===== config.mk =====
export PLATFORM = sky130hd
export DESIGN_NAME = if_fetch_flat
export DESIGN_NICKNAME = d
export VERILOG_FILES = /design/src/rtl/if_fetch_if.sv /design/src/rtl/if_fetch.sv /design/src/flat_wrapper.sv
export SDC_FILE = /design/constraint.sdc
export NUM_CORES = 1
export LEC_CHECK = 0
export CAP_MARGIN = 10
export CORE_MARGIN = 2
export CORE_UTILIZATION = 43
export CTS_BUF_LIST = sky130_fd_sc_hd__clkbuf_16
export CTS_CLUSTER_SIZE = 25
export DETAILED_ROUTE_END_ITERATION = 7
export PLACE_DENSITY = 0.76
export SLEW_MARGIN = 40
export SYNTH_ARGS = -nofsm -noshare
export SYNTH_HDL_FRONTEND = slang
export SYNTH_SLANG_ARGS = --single-unit

===== constraint.sdc =====
create_clock -name clk -period 1.7 [get_ports clk]
set_input_delay 0.34 -clock clk [delete_from_list [all_inputs] [get_ports clk]]
set_output_delay 0.34 -clock clk [all_outputs]
set_load 0.005 [all_outputs]

===== src/rtl/if_fetch_if.sv =====
// Fetch-stage bundle: control inputs, instruction-memory handshake and IF/ID-facing outputs.
// Optional perf counters (fetch_cnt, stall_cnt) appear only when IF_PERF_CNT_EN is defined.
interface if_fetch_if;
  logic        stall;
  logic        redirect;
  logic [31:0] redirect_pc;
  logic        imem_req;
  logic [31:0] imem_addr;
  logic        imem_ack;
  logic [31:0] imem_rdata;
  logic [31:0] pc_out;
  logic [31:0] ir_out;
  logic        valid_out;
  logic        ifid_write;
  logic        flush_out;
`ifdef IF_PERF_CNT_EN
  logic [31:0] fetch_cnt;
  logic [31:0] stall_cnt;
`endif

  modport master (
    input  stall, redirect, redirect_pc, imem_ack, imem_rdata,
    output imem_req, imem_addr, pc_out, ir_out, valid_out, ifid_write, flush_out
`ifdef IF_PERF_CNT_EN
    , output fetch_cnt, stall_cnt
`endif
  );

  modport slave (
    output stall, redirect, redirect_pc, imem_ack, imem_rdata,
    input  imem_req, imem_addr, pc_out, ir_out, valid_out, ifid_write, flush_out
`ifdef IF_PERF_CNT_EN
    , input fetch_cnt, stall_cnt
`endif
  );
endinterface


===== src/rtl/if_fetch.sv =====
// Instruction fetch stage: one outstanding imem request, stall hold, redirect with kill of in-flight data.
// Define IF_PERF_CNT_EN to add the fetch_cnt / stall_cnt performance counters.
module if_fetch #(
  parameter logic [31:0] RESET_PC = 32'h0000_0000
) (
  input logic       clk,
  input logic       rst,
  if_fetch_if.master fb
);

  typedef enum logic [1:0] {S_IDLE, S_REQ, S_HOLD, S_KILL} state_t;

  state_t      r_state, w_state_nxt;
  logic [31:0] r_pc, w_pc_nxt;
  logic [31:0] r_kill_addr, w_kill_addr_nxt;
  logic [31:0] r_pc_out, w_pc_out_nxt;
  logic [31:0] r_ir, w_ir_nxt;
  logic        r_valid, w_valid_nxt;
  logic        w_accept;
  logic [31:0] w_redir_pc;

  assign w_redir_pc = fb.redirect_pc & ~32'd3;

  always_comb begin
    w_state_nxt     = r_state;
    w_pc_nxt        = r_pc;
    w_kill_addr_nxt = r_kill_addr;
    w_pc_out_nxt    = r_pc_out;
    w_ir_nxt        = r_ir;
    w_valid_nxt     = r_valid;
    w_accept        = 1'b0;
    case (r_state)
      S_IDLE: begin
        w_state_nxt = S_REQ;
        if (fb.redirect) w_pc_nxt = w_redir_pc;
      end
      S_REQ: begin
        if (fb.redirect) begin
          w_pc_nxt        = w_redir_pc;
          w_valid_nxt     = 1'b0;
          w_kill_addr_nxt = r_pc;
          w_state_nxt     = fb.imem_ack ? S_REQ : S_KILL;
        end else if (fb.imem_ack) begin
          w_accept     = 1'b1;
          w_pc_out_nxt = r_pc;
          w_ir_nxt     = fb.imem_rdata;
          w_valid_nxt  = 1'b1;
          if (fb.stall) w_state_nxt = S_HOLD;
          else          w_pc_nxt    = r_pc + 32'd4;
        end else if (r_valid && !fb.stall) begin
          w_valid_nxt = 1'b0;
        end
      end
      S_HOLD: begin
        if (fb.redirect) begin
          w_pc_nxt    = w_redir_pc;
          w_valid_nxt = 1'b0;
          w_state_nxt = S_REQ;
        end else if (!fb.stall) begin
          w_pc_nxt    = r_pc + 32'd4;
          w_valid_nxt = 1'b0;
          w_state_nxt = S_REQ;
        end
      end
      S_KILL: begin
        // Old request stays on the bus; only the restart target moves.
        if (fb.redirect) w_pc_nxt = w_redir_pc;
        if (fb.imem_ack) w_state_nxt = S_REQ;
      end
      default: w_state_nxt = S_IDLE;
    endcase
  end

  always_ff @(posedge clk or negedge rst) begin
    if (!rst) begin
      r_state     <= S_IDLE;
      r_pc        <= RESET_PC;
      r_kill_addr <= 32'd0;
      r_pc_out    <= 32'd0;
      r_ir        <= 32'd0;
      r_valid     <= 1'b0;
    end else begin
      r_state     <= w_state_nxt;
      r_pc        <= w_pc_nxt;
      r_kill_addr <= w_kill_addr_nxt;
      r_pc_out    <= w_pc_out_nxt;
      r_ir        <= w_ir_nxt;
      r_valid     <= w_valid_nxt;
    end
  end

  assign fb.imem_req   = (r_state == S_REQ) || (r_state == S_KILL);
  assign fb.imem_addr  = (r_state == S_KILL) ? r_kill_addr :
                         (r_state == S_REQ)  ? r_pc : 32'd0;
  assign fb.pc_out     = r_pc_out;
  assign fb.ir_out     = r_ir;
  assign fb.valid_out  = r_valid;
  assign fb.ifid_write = r_valid & ~fb.stall & ~fb.redirect;
  assign fb.flush_out  = fb.redirect;

`ifdef IF_PERF_CNT_EN
  logic [31:0] r_fetch_cnt, r_stall_cnt;

  always_ff @(posedge clk or negedge rst) begin
    if (!rst) begin
      r_fetch_cnt <= 32'd0;
      r_stall_cnt <= 32'd0;
    end else begin
      if (w_accept)           r_fetch_cnt <= r_fetch_cnt + 32'd1;
      if (r_state == S_HOLD)  r_stall_cnt <= r_stall_cnt + 32'd1;
    end
  end

  assign fb.fetch_cnt = r_fetch_cnt;
  assign fb.stall_cnt = r_stall_cnt;
`endif

endmodule

===== src/flat_wrapper.sv =====
// flat-port wrapper written by rule: the top's interface ports become plain ports
module if_fetch_flat 
#(
  parameter logic [31:0] RESET_PC = 32'h0000_0000
)
  (clk, rst, fb_stall, fb_redirect, fb_redirect_pc, fb_imem_ack, fb_imem_rdata, fb_imem_req, fb_imem_addr, fb_pc_out, fb_ir_out, fb_valid_out, fb_ifid_write, fb_flush_out);
  if_fetch_if fb_i ();
  input logic clk;
  input logic rst;
  input wire logic [$bits(fb_i.stall)-1:0] fb_stall;
  input wire logic [$bits(fb_i.redirect)-1:0] fb_redirect;
  input wire logic [$bits(fb_i.redirect_pc)-1:0] fb_redirect_pc;
  input wire logic [$bits(fb_i.imem_ack)-1:0] fb_imem_ack;
  input wire logic [$bits(fb_i.imem_rdata)-1:0] fb_imem_rdata;
  output wire logic [$bits(fb_i.imem_req)-1:0] fb_imem_req;
  output wire logic [$bits(fb_i.imem_addr)-1:0] fb_imem_addr;
  output wire logic [$bits(fb_i.pc_out)-1:0] fb_pc_out;
  output wire logic [$bits(fb_i.ir_out)-1:0] fb_ir_out;
  output wire logic [$bits(fb_i.valid_out)-1:0] fb_valid_out;
  output wire logic [$bits(fb_i.ifid_write)-1:0] fb_ifid_write;
  output wire logic [$bits(fb_i.flush_out)-1:0] fb_flush_out;
  assign fb_i.stall = fb_stall;
  assign fb_i.redirect = fb_redirect;
  assign fb_i.redirect_pc = fb_redirect_pc;
  assign fb_i.imem_ack = fb_imem_ack;
  assign fb_i.imem_rdata = fb_imem_rdata;
  assign fb_imem_req = fb_i.imem_req;
  assign fb_imem_addr = fb_i.imem_addr;
  assign fb_pc_out = fb_i.pc_out;
  assign fb_ir_out = fb_i.ir_out;
  assign fb_valid_out = fb_i.valid_out;
  assign fb_ifid_write = fb_i.ifid_write;
  assign fb_flush_out = fb_i.flush_out;
  if_fetch #(.RESET_PC(RESET_PC)) u_core (.clk(clk), .rst(rst), .fb(fb_i));
endmodule

# Word-level counts from Yosys, hierarchy flattened
# Cells that the tools add are included.
# op_classes
mux	22
eq_ne	9
add_sub_neg	1
n_reduce_logical	11
n_bitwise	4
# ops
cell	count
32-bit two-way mux	7
32-bit case mux with 3 select lines	1
32-bit by 3-bit adder with 32-bit output (second input constant)	1
2-bit two-way mux	7
3-bit != test (second input constant)	3
2-bit case mux with 4 select lines	1
3-bit AND reduction	2
1-bit two-way mux	5
2-bit equality test (second input constant)	2
4-bit by 3-bit != test with 1-bit output (second input constant)	1
2-bit AND reduction	2
4-bit AND reduction	1
1-bit AND	2
2-bit by 1-bit equality test with 1-bit output (second input constant)	1
2-bit zero test	1
2-bit by 1-bit != test with 1-bit output (second input constant)	1
2-bit != test (second input constant)	1
1-bit NOT	2
1-bit case mux with 2 select lines	1
2-bit nonzero test	1
2-bit OR reduction	1
1-bit logical AND	1
1-bit zero test	1
1-bit logical OR	1
# word_totals
in_bits	69
regBits	131
elab_cells	53
output_inout_bits	100

# Longest topological paths before layout
# depth
ltp_word	6
mapped_depth	9

# Worst setup path after synthesis
# OpenSTA, ideal clock, no wires.
# synth_timing
kind	register to register
from	register u_core.r_state[0]
to	register u_core.r_pc_out[10] (netlist: u_core.fb.pc_out[10])
setup_time_ps	125
synth_period_minus_slack_ps	1880
setup_slack_ps	-180
path_stages_with_launch	6
path_buffers	1
arrival_ps	1755
required_ps	1575
path_cell_list	dfrtp_1 > ha_1 > nor2b_1 > nand2_1 > clkbuf_1 > mux2_2
# synth_via
elab_chain_cells	2
# synth_lines
item	line_no	rtl
start: declaration	if_fetch.sv:13	state_t r_state, w_state_nxt;
start signal: assignment	if_fetch.sv:83	r_state <= w_state_nxt;
2-bit by 1-bit equality test with 1-bit output	if_fetch.sv:32	case (r_state)
3-bit AND reduction (no line)	--	
end signal: assignment	if_fetch.sv:86	r_pc_out <= w_pc_out_nxt;
end: declaration	if_fetch.sv:16	logic [31:0] r_pc_out, w_pc_out_nxt;
# Every way passes these cells.
# A chain may end at the register's enable or synchronous reset.

# Worst setup path in the final report
# layout_timing
from	register u_core.r_state[0]
to	output fb_imem_addr[10]
# layout_via
elab_chain_cells	3
# layout_lines
item	line_no	rtl
2-bit by 1-bit equality test with 1-bit output	if_fetch.sv:94	(r_state == S_REQ) ? r_pc : 32'd0;
32-bit two-way mux	if_fetch.sv:94	
32-bit two-way mux *	if_fetch.sv:93	assign fb.imem_addr = (r_state == S_KILL) ? r_kill_addr :
end: declaration	flat_wrapper.sv:16	output wire logic [$bits(fb_i.imem_addr)-1:0] fb_imem_addr;
# Every way passes the cells marked *; elsewhere a longest branch is shown, timed or not.

==> results.md <==
* Hold path depth at 3
* Post-synthesis xor/xnor area fraction at 0.744%
* GRT Total Usage at 25.9%
* Drt wl/cell at 21.7 um
* Worst hold path class: input port to register
* Total power draw at 0.0200 W
* WL met3 at 1670 um
* Status: complete, but fails checks
* Final RePlAce weighted congestion at 0.850
* Arr. time, crit path at 1.90 ns
* Clock network power share at 17.2%
* Asr flop ratio synth at 100%
* DRT Pass-1 Iters at 8
* WS Path Type: register to output pin
* Max cap viols at 0
* # setup viols final at 123
* Post-route cell area at 10200 um^2
* #FFs+latches synth at 125
* Most frequent cells in the layout: clkdlybuf4s50_1 (126), dfrtp_1 (122), buf_4 (80), mux2_2 (71), a22o_1 (32)
* Setup crit end kind: output pin
* Net Sw Frac at 34.4%
* Met1 WL at 8260 um
* Largest family of logic cells by synthesized area: multiplexers
* Most common cell after layout, fill and taps aside: clkdlybuf4s50_1
* # clock sinks at 125
* DIE AREA at 14600 um^2
* Synth Area in Simple Gates at 11.0%
* Layout cells sized above 1 at 46.0%
* Main synth FF type: dfrtp_1
* Worst-Skew Late Latency at 0.42 ns
* Ant diodes at 0
* CTS Buf Count at 17
* Number of synthesized flops with an enable pin at 0
* DP Worst Slack at -0.400 ns
* Fmax at 445 MHz
* Area Growth Syn to Fin at 73.9%
* Nets@finish at 868
* Cells after Synth at 510
* Gr ovfl total at 0
* Number of global-route vias before repair at 5623
* First-pass GRT wire length at 29400 um
* Worst-path maximum fanout at 3
* DP Area at 8370 um^2
* CP required at 1.36 ns
* Post-layout util at 77.0%
* CTS root buffer: clkbuf_16
* Compound-Gate Fraction of Synth Area at 13.0%
* Drt drc at 0
* Leakage at 4.52 nW
* First DRT Iteration DRCs at 437
* DIE HEIGHT at 121 um
* Peak VDD IR at 0.932 mV
* Initial antenna violation count at 1
* Slew Limit Fails at 0
* Period utilization at 132%
* Synth cell types at 53
* Combinational power share at 56.0%
* Initial core utilization at 44.3%
* Core Region at 13300 um^2
* Post-route ant nets at 0
* Post-Synth Adder-Cell Area at 0.850%
* FP Rows at 42
* NetSw at 0.00689 W
* YS warnings at 0
* I/O pins at 169
* Largest net degree at the start of global routing at 89
* Routed vias at 5671
* DP Wirelength at 11700 um
* Vias per inst at 5.76
* CTS tree: done
* Violated checks: negative setup slack
* Pint at 0.0131 W
* Count of endpoints failing hold in the final timing report at 0
* CTS max path bufs at 2
* Top layer in use: met5
* DR WL met2 at 10600 um
* Mux cell area share after synthesis at 17.6%
* Chip width at 121 um
* Clk pin slew, worst setup/hold paths at 0.06 ns
* Seq pwr share at 26.8%
* Synthesized area at 5890 um^2
* Fin crit period at 2.24 ns
* RSZ-0062 raised after global routing: true
* Final worst slack at -0.545 ns
* Buffers on Ports at 162
* H-tree levels at 4
* Routed wire length at 21400 um
* Fraction of the yosys area taken by sequential cells at 53.1%
* Fin Clk Skew at 0.00599 ns
* PwrDens at 1960 nW/um^2
* Mapped Avg Cell Area at 11.5 um^2
* Setup crit start kind: register
* R2R cell count at 9
[per-layer routing]
layer	global-route usage (%)	vias up
met5	0	-
met4	9.74	2
met3	6.39	86
met2	42.8	345
met1	33.0	2793
li1	-	2445
[Yosys cell counts (4+ instances only)]
cell type | n | area, um^2
a21oi_1 | 28 | 140
a22o_1 | 32 | 280
and2_1 | 4 | 25.0
and3_1 | 6 | 37.5
buf_1 | 4 | 15.0
buf_2 | 11 | 55.1
buf_4 | 5 | 37.5
clkbuf_1 | 23 | 86.3
dfrtp_1 | 125 | 3130
ha_1 | 4 | 50.1
inv_1 | 6 | 22.5
mux2_1 | 19 | 214
mux2_2 | 71 | 800
nand2_1 | 39 | 146
nand3_1 | 12 | 60.1
nand4_1 | 7 | 43.8
nor2_1 | 19 | 71.3
nor3_1 | 10 | 50.1
o21ai_0 | 20 | 100
o22ai_1 | 9 | 56.3
[through the flow]
step	setup TNS [ns]	hold WS, ns	cells
after global routing	-34.46	0.496	984
after floorplan	-0.800	0.0444	513
after detailed placement	-43.61	0.422	895
after CTS	-21.90	0.484	955
final	-30.41	0.477	984
after global placement	-37.74	0.418	895
[layout make-up]
| class | count | area, um^2 |
|---|---|---|
| multi-input combinational | 339 | 3150 |
| timing repair buffer | 306 | 3150 |
| sequential | 125 | 3130 |
| fill | 789 | 3060 |
| clock buffer | 17 | 425 |
| tap | 176 | 220 |
| clock inverter | 15 | 133 |
| inverter | 6 | 22.5 |
[path summary, 6_finish.rpt]
kind                                       from                   end  slack [ns]
max                           u_core.r_state[0]      fb_imem_addr[10]       -0.54
min                          fb_redirect_pc[27]       u_core.r_pc[27]        0.48
max reg2reg                   u_core.r_state[1]       u_core.r_pc[24]       -0.46
min reg2reg                u_core.fb.ir_out[15]  u_core.fb.ir_out[15]        0.50
max in group asynchronous                   rst     u_core.r_state[1]        0.78
min in group asynchronous                   rst   u_core.fb.ir_out[7]        0.51
[kinds of logic after synthesis]
group | Yosys count
other cells | 1
flops | 125
fa+ha+maj | 4
mux | 92
xor+xnor | 5
buf+inv | 49
compound gates | 112
simple gates | 122
[power by group through the flow]
| stage | Clock, W | Combinational, W | Sequential [W] |
|---|---|---|---|
| after floorplan | 0 | 0.00368 | 0.00526 |
| after global placement | 0 | 0.00824 | 0.00518 |
| after detailed placement | 0 | 0.00842 | 0.00531 |
| after CTS | 0.00346 | 0.00957 | 0.00528 |
| after global routing | 0.00364 | 0.0119 | 0.00552 |
| final | 0.00345 | 0.0112 | 0.00536 |
[worst max-delay path: stages (launching register included)]
cell	delay (ns)
dfrtp_2	0.46
ha_4	0.20
nor2b_4	0.13
buf_6	0.14
buf_8	0.12
buf_6	0.12
a22o_1	0.18
buf_2	0.13
[flip-flops by register name, indices dropped and copies added (netlist names)]
register,cells
u_core.r_pc,30
u_core.fb.ir_out,32
u_core.r_state,2
u_core.fb.pc_out,30
u_core.r_kill_addr,30
u_core.fb.valid_out,1
[timing repair]
| action | in CTS | in global routing |
|---|---|---|
| pin swaps | 33 | 54 |
| resized for setup | 208 | 108 |
| endpoints found under the hold margin | 44 | 0 |
| setup endpoints to repair | 120 | 153 |
| gates cloned | 8 | 9 |
| hold buffers | 1 | 0 |
| setup buffers | 20 | 24 |
(Power assumes the default switching activity.)
